<file path="src/rtl/mem_arbiter.sv">
// Two-requester (core/host) arbiter for the shared single-port memory, with locked host bursts
// capped at LOCK_MAX grants while the other side waits. Define MEM_ARB_FIXED_PRIO_EN for core-priority arbitration.
module mem_arbiter #(
   parameter int INSTR_SIZE = 16,
   parameter int DATA_SIZE  = 8,
   parameter int ADDR_SIZE  = 5,
   parameter int LOCK_MAX   = 4
) (
   input  logic                  clk,
   input  logic                  rst_n,
   input  logic                  core_req,
   input  logic                  core_we,
   input  logic [ADDR_SIZE-1:0]  core_addr,
   input  logic [DATA_SIZE-1:0]  core_wdata,
   input  logic                  core_lock,
   input  logic                  host_req,
   input  logic                  host_we,
   input  logic [ADDR_SIZE-1:0]  host_addr,
   input  logic [DATA_SIZE-1:0]  host_wdata,
   input  logic                  host_lock,
   output logic                  core_gnt,
   output logic                  host_gnt,
   output logic                  core_rvalid,
   output logic                  host_rvalid,
   output logic [INSTR_SIZE-1:0] core_rdata,
   output logic [INSTR_SIZE-1:0] host_rdata,
   output logic [ADDR_SIZE-1:0]  mem_addr,
   output logic                  mem_we,
   output logic [DATA_SIZE-1:0]  mem_wdata,
   input  logic [INSTR_SIZE-1:0] mem_rdata
);

   localparam int CW = $clog2(LOCK_MAX + 1);
   localparam logic [CW-1:0] LOCK_LAST = CW'(LOCK_MAX - 1);
   localparam logic OWN_CORE = 1'b0;
   localparam logic OWN_HOST = 1'b1;

   typedef enum logic [1:0] {
      ST_IDLE = 2'd0,
      ST_CORE = 2'd1,
      ST_HOST = 2'd2
   } state_t;

   state_t          state_r, state_nxt_s, oth_state_s;
   logic            last_owner_r, last_nxt_s, own_id_s;
   logic [CW-1:0]   lock_cnt_r, cnt_nxt_s;
   logic            own_req_s, own_lock_s, oth_req_s;

   // State, round-robin history and lock-run counter registers
   always_ff @(posedge clk or negedge rst_n) begin
      if (!rst_n) begin
         state_r      <= ST_IDLE;
         last_owner_r <= OWN_HOST;
         lock_cnt_r   <= {CW{1'b0}};
      end else begin
         state_r      <= state_nxt_s;
         last_owner_r <= last_nxt_s;
         lock_cnt_r   <= cnt_nxt_s;
      end
   end

   // Present the current owner's and the other requester's controls in owner-relative form
   always_comb begin
      own_req_s   = 1'b0;
      own_lock_s  = 1'b0;
      oth_req_s   = 1'b0;
      oth_state_s = ST_IDLE;
      own_id_s    = OWN_CORE;
      if (state_r == ST_HOST) begin
         own_req_s   = host_req;
         own_lock_s  = host_lock;
         oth_req_s   = core_req;
         oth_state_s = ST_CORE;
         own_id_s    = OWN_HOST;
      end else begin
         own_req_s   = core_req;
         own_lock_s  = core_lock;
         oth_req_s   = host_req;
         oth_state_s = ST_HOST;
         own_id_s    = OWN_CORE;
      end
   end

   // Next-state: idle arbitration, lock holding with starvation cap, ownership hand-over
   always_comb begin
      state_nxt_s = state_r;
      last_nxt_s  = last_owner_r;
      cnt_nxt_s   = lock_cnt_r;
      case (state_r)
         ST_IDLE: begin
            cnt_nxt_s = {CW{1'b0}};
            if (core_req && host_req) begin
`ifdef MEM_ARB_FIXED_PRIO_EN
               state_nxt_s = ST_CORE;
`else
               state_nxt_s = (last_owner_r == OWN_HOST) ? ST_CORE : ST_HOST;
`endif
            end else if (core_req) begin
               state_nxt_s = ST_CORE;
            end else if (host_req) begin
               state_nxt_s = ST_HOST;
            end else begin
               state_nxt_s = ST_IDLE;
            end
         end
         ST_CORE, ST_HOST: begin
            if (own_req_s && own_lock_s && !oth_req_s) begin
               state_nxt_s = state_r;
            end else if (own_req_s && own_lock_s && (lock_cnt_r < LOCK_LAST)) begin
               cnt_nxt_s = lock_cnt_r + CW'(1);
`ifdef MEM_ARB_FIXED_PRIO_EN
            end else if (own_req_s && (own_id_s == OWN_CORE)) begin
               state_nxt_s = state_r;
`endif
            end else if (oth_req_s) begin
               // covers both plain hand-over and the forced switch at the lock cap
               state_nxt_s = oth_state_s;
               last_nxt_s  = own_id_s;
               cnt_nxt_s   = {CW{1'b0}};
            end else if (own_req_s) begin
               state_nxt_s = state_r;
            end else begin
               state_nxt_s = ST_IDLE;
               last_nxt_s  = own_id_s;
               cnt_nxt_s   = {CW{1'b0}};
            end
         end
         default: begin
            state_nxt_s = ST_IDLE;
            cnt_nxt_s   = {CW{1'b0}};
         end
      endcase
   end

   // Grants and memory port follow the owner; everything is zero while idle or in reset
   always_comb begin
      core_gnt  = 1'b0;
      host_gnt  = 1'b0;
      mem_addr  = {ADDR_SIZE{1'b0}};
      mem_wdata = {DATA_SIZE{1'b0}};
      mem_we    = 1'b0;
      case (state_r)
         ST_CORE: begin
            core_gnt  = core_req;
            mem_addr  = core_addr;
            mem_wdata = core_wdata;
            mem_we    = core_req & core_we;
         end
         ST_HOST: begin
            host_gnt  = host_req;
            mem_addr  = host_addr;
            mem_wdata = host_wdata;
            mem_we    = host_req & host_we;
         end
         default: begin
            core_gnt = 1'b0;
            host_gnt = 1'b0;
         end
      endcase
   end

   // Registered read return; rdata holds between reads
   always_ff @(posedge clk or negedge rst_n) begin
      if (!rst_n) begin
         core_rvalid <= 1'b0;
         host_rvalid <= 1'b0;
         core_rdata  <= {INSTR_SIZE{1'b0}};
         host_rdata  <= {INSTR_SIZE{1'b0}};
      end else begin
         core_rvalid <= core_gnt & ~core_we;
         host_rvalid <= host_gnt & ~host_we;
         if (core_gnt && !core_we) begin
            core_rdata <= mem_rdata;
         end
         if (host_gnt && !host_we) begin
            host_rdata <= mem_rdata;
         end
      end
   end

endmodule

</file>
<file path="config.mk">
export PLATFORM = sky130hd
export DESIGN_NAME = mem_arbiter
export DESIGN_NICKNAME = d
export VERILOG_FILES = /design/src/rtl/mem_arbiter.sv
export SDC_FILE = /design/constraint.sdc
export NUM_CORES = 1
export LEC_CHECK = 0
export CAP_MARGIN = 20
export CORE_ASPECT_RATIO = 1.25
export CORE_UTILIZATION = 40
export DETAILED_ROUTE_END_ITERATION = 7
export PLACE_DENSITY = 0.83
export SYNTH_ARGS = -nofsm -noshare
export SYNTH_HDL_FRONTEND = slang
export SYNTH_SLANG_ARGS = --single-unit
export TNS_END_PERCENT = 20
</file>
<file path="constraint.sdc">
create_clock -name clk -period 2.5 [get_ports clk]
set_input_delay 0.375 -clock clk [delete_from_list [all_inputs] [get_ports clk]]
set_output_delay 0.375 -clock clk [all_outputs]
set_load 0.01 [all_outputs]
</file>
==> impl_metrics.tcl, run 1 <==
set metrics [dict create \
    antennaDiodeCount 0 \
    slew_headroom_pct 42.1 \
    antenna_found_initial 0 \
    crit_arrival_ns 2.05 \
    met1_length_um 1850 \
    ys_seq_elements 40 \
    fmax_mhz 412 \
    hold_violations 0 \
    grt_pass1_vias 1701 \
    worstPathMaxFanout 19 \
    yosys-top-cells-area "dfrtp_1 (49%), nand2_1 (9.6%), a22oi_1 (5.3%)" \
    syn_nets 243 \
    num_vias 1723 \
    pin_count 100 \
    dr.first_iter.drc_count 51 \
    period_needed_ns 2.43 \
    cp.required_ns 2.12 \
    die_x_um 65.0 \
    layout_common_cells "clkdlybuf4s50_1 (98), nand2_1 (51), dfrtp_1 (39), nor2b_1 (16), a22oi_1 (14)" \
    synthCells 187 \
    clock_latency_ns 0.29 \
    synth_top_area_cell "dfrtp_1" \
    reg2regPathDepth 7 \
    routed_via_density 4.94 \
    port_buffers 99 \
    wl_per_cell_um 14.2 \
    clock_sinks 40 \
    cts.htree.levels 2 \
    tightest_slew_ns 0.868 \
    synth_area_per_cell_um2 10.6 \
    pwr-share-comb_pct 53.8 \
    grt.total_usage_pct 19.4 \
    area_delta_synth_final_pct 57.3 \
    antenna_left 0 \
    fillerInstances 396 \
    r2r_end "state_r[0]" \
    reg2reg_from "state_r[0]" \
    slew_viol_final 0 \
    grt_pass1_wl_um 7690 \
    switching_share_pct 33.9 \
    cts_made_buffers 5 \
    synth_top_area_share_pct 49.1 \
    final_common_cell "clkdlybuf4s50_1" \
    pre_cts_ws_ns 0.266 \
    fp.coreArea_um2 4760 \
    finalNetCount 345 \
    finalSetupViolCount 0 \
    p_clk_share_pct 12.6 \
    clk_path_buf_depth 2 \
    place.gp.congestion 0.802 \
    num_rows 28 \
    status "complete, no violations" \
    cts.clk_slew.worst_paths_ns 0.07 \
    grt-ovfl-total 0 \
    yosys_warnings 0 \
    cts-root-buf "clkbuf_8" \
    p_switching_uw 1090 \
    total_leakage_power_uw 0.00137 \
    wl_met2_um 2380 \
    maxCapViolCount 0 \
    worst-setup-path-type "flip-flop to output pin" \
    internal_power_uw 2110 \
    crit_start "state_r[1]" \
    cts_tree "done" \
    drc 0 \
    wirelength_um 4940 \
    finClkSkew_ns 0.00770 \
    wl_met3_um 661 \
    p_per_area_nw_per_um2 1020 \
    drive_gt1_share_pct 13.5 \
    start_util_pct 41.7 \
    top_layer "met4" \
    hold_ws_ns 0.194 \
    ir_drop_uv 828 \
    ys_types 32 \
    drt_first_pass_iters 4 \
    die_area_um2 5250 \
    fp.dieH_um 80.8 \
    rsz0062_at_grt "true" \
    critPathCaptureType "output pin" \
    syn-cell-area_um2 1990 \
    hp-class "input pin to asynchronous set/reset pin" \
    cp-start-kind "flip-flop" \
    rrSetupSlack_ns 0.41 \
    period_share_pct 97.2 \
    seq_power_share_pct 33.6 \
    power_uw 3200 \
    fin_ws_ns 0.0702 \
    grt_max_degree 41 \
    hpwl_um 3640 \
    yosysSeqAreaShare_pct 50.5 \
]
worst max-delay path, stage by stage (launching register included):
cell	delay, ns
dfrtp_1	0.41
inv_1	0.10
ha_2	0.51
nor2b_1	0.20
clkdlybuf4s50_1	0.55
layer usage:
layer,GRT usage [%],vias to the layer above
li1,-,830
met1,19.3,797
met2,35.2,89
met3,9.41,7
met4,6.09,0
met5,0,-
kinds of logic after synthesis:
logic type                 count (synthesis)  share of synthesized area [%]
AOI/OAI and AO/OA                         26                           10.3
and+or+nand+nor                           78                           19.0
adders and majority gates                  6                           3.78
DFF                                       40                           50.5
buffers and inverters                     16                           4.22
muxes                                     21                           12.2
flip-flops by register name (all words and copies together), names as in the netlist:
name	flops
core_rdata	16
host_rdata	16
lock_cnt_r	3
state_r	2
core_rvalid	1
host_rvalid	1
last_owner_r	1
synthesized netlist by cell type (all sizes together):
cell type	count
o21a	2
nand3	1
inv	6
o21ai	1
buf	7
dfrtp	39
a22o	2
a22oi	14
dfstp	1
mux2i	1
mux2	20
o32ai	1
ha	6
a21oi	3
and4b	1
o211ai	1
nor2b	16
nand2b	5
o21bai	1
nand2	51
nor4b	1
or3b	1
clkbuf	3
and2	1
a32oi	1
nor2	1
what timing repair did:
item | in CTS | in global routing
hold buffers | 0 | 0
setup endpoints to repair | 14 | 10
buffers inserted | 0 | 0
resized for setup | 2 | 2
area by class of cell:
class,instances,area (um2),share of cell area [%]
Clock buffer,5,68.8,2.20
Clock inverter,2,12.5,0.401
Inverter,6,22.5,0.721
Multi-Input combinational cell,131,907,29.0
Sequential cell,40,1000,32.1
Tap cell,60,75.1,2.40
Timing Repair Buffer,105,1030,33.1
worst max path at each step:
stage | slack (ns) | endpoint | cells after the start
detailed placement | 0.27 | mem_we | 5
global route | -0.07 | mem_we | 7
global placement | 0.27 | mem_we | 5
finish | 0.07 | mem_addr[2] | 4
floorplan | 0.72 | state_r[0] | 7
CTS | 0.009 | mem_we | 7
through the flow:
| step | TNS (ns) | area (um2) | utilization (%) | std cells |
|---|---|---|---|---|
| after floorplan | 0 | 1990 | - | 187 |
| after global placement | 0 | 3030 | 63.6 | 342 |
| after detailed placement | 0 | 3030 | 63.6 | 342 |
| after CTS | 0 | 3120 | 65.4 | 349 |
| after global routing | -0.273 | 3120 | 65.5 | 349 |
| final | 0 | 3120 | 65.5 | 349 |
power groups by stage:
| stage | Combinational, uW | Sequential [uW] | Clock [uW] |
|---|---|---|---|
| floorplan | 725 | 1190 | 0 |
| detailed placement | 1720 | 1090 | 0 |
| global route | 1860 | 1110 | 446 |
| CTS | 1740 | 1080 | 422 |
| global placement | 1680 | 1070 | 0 |
| finish | 1720 | 1070 | 403 |
Power figures use the tool's default switching activity.
==> run 2: changes to the inputs <==
- TNS_END_PERCENT: 20 -> not set
==> results of run 2 <==
No change in the layout: final DEF, timing and power equal those of run 1.
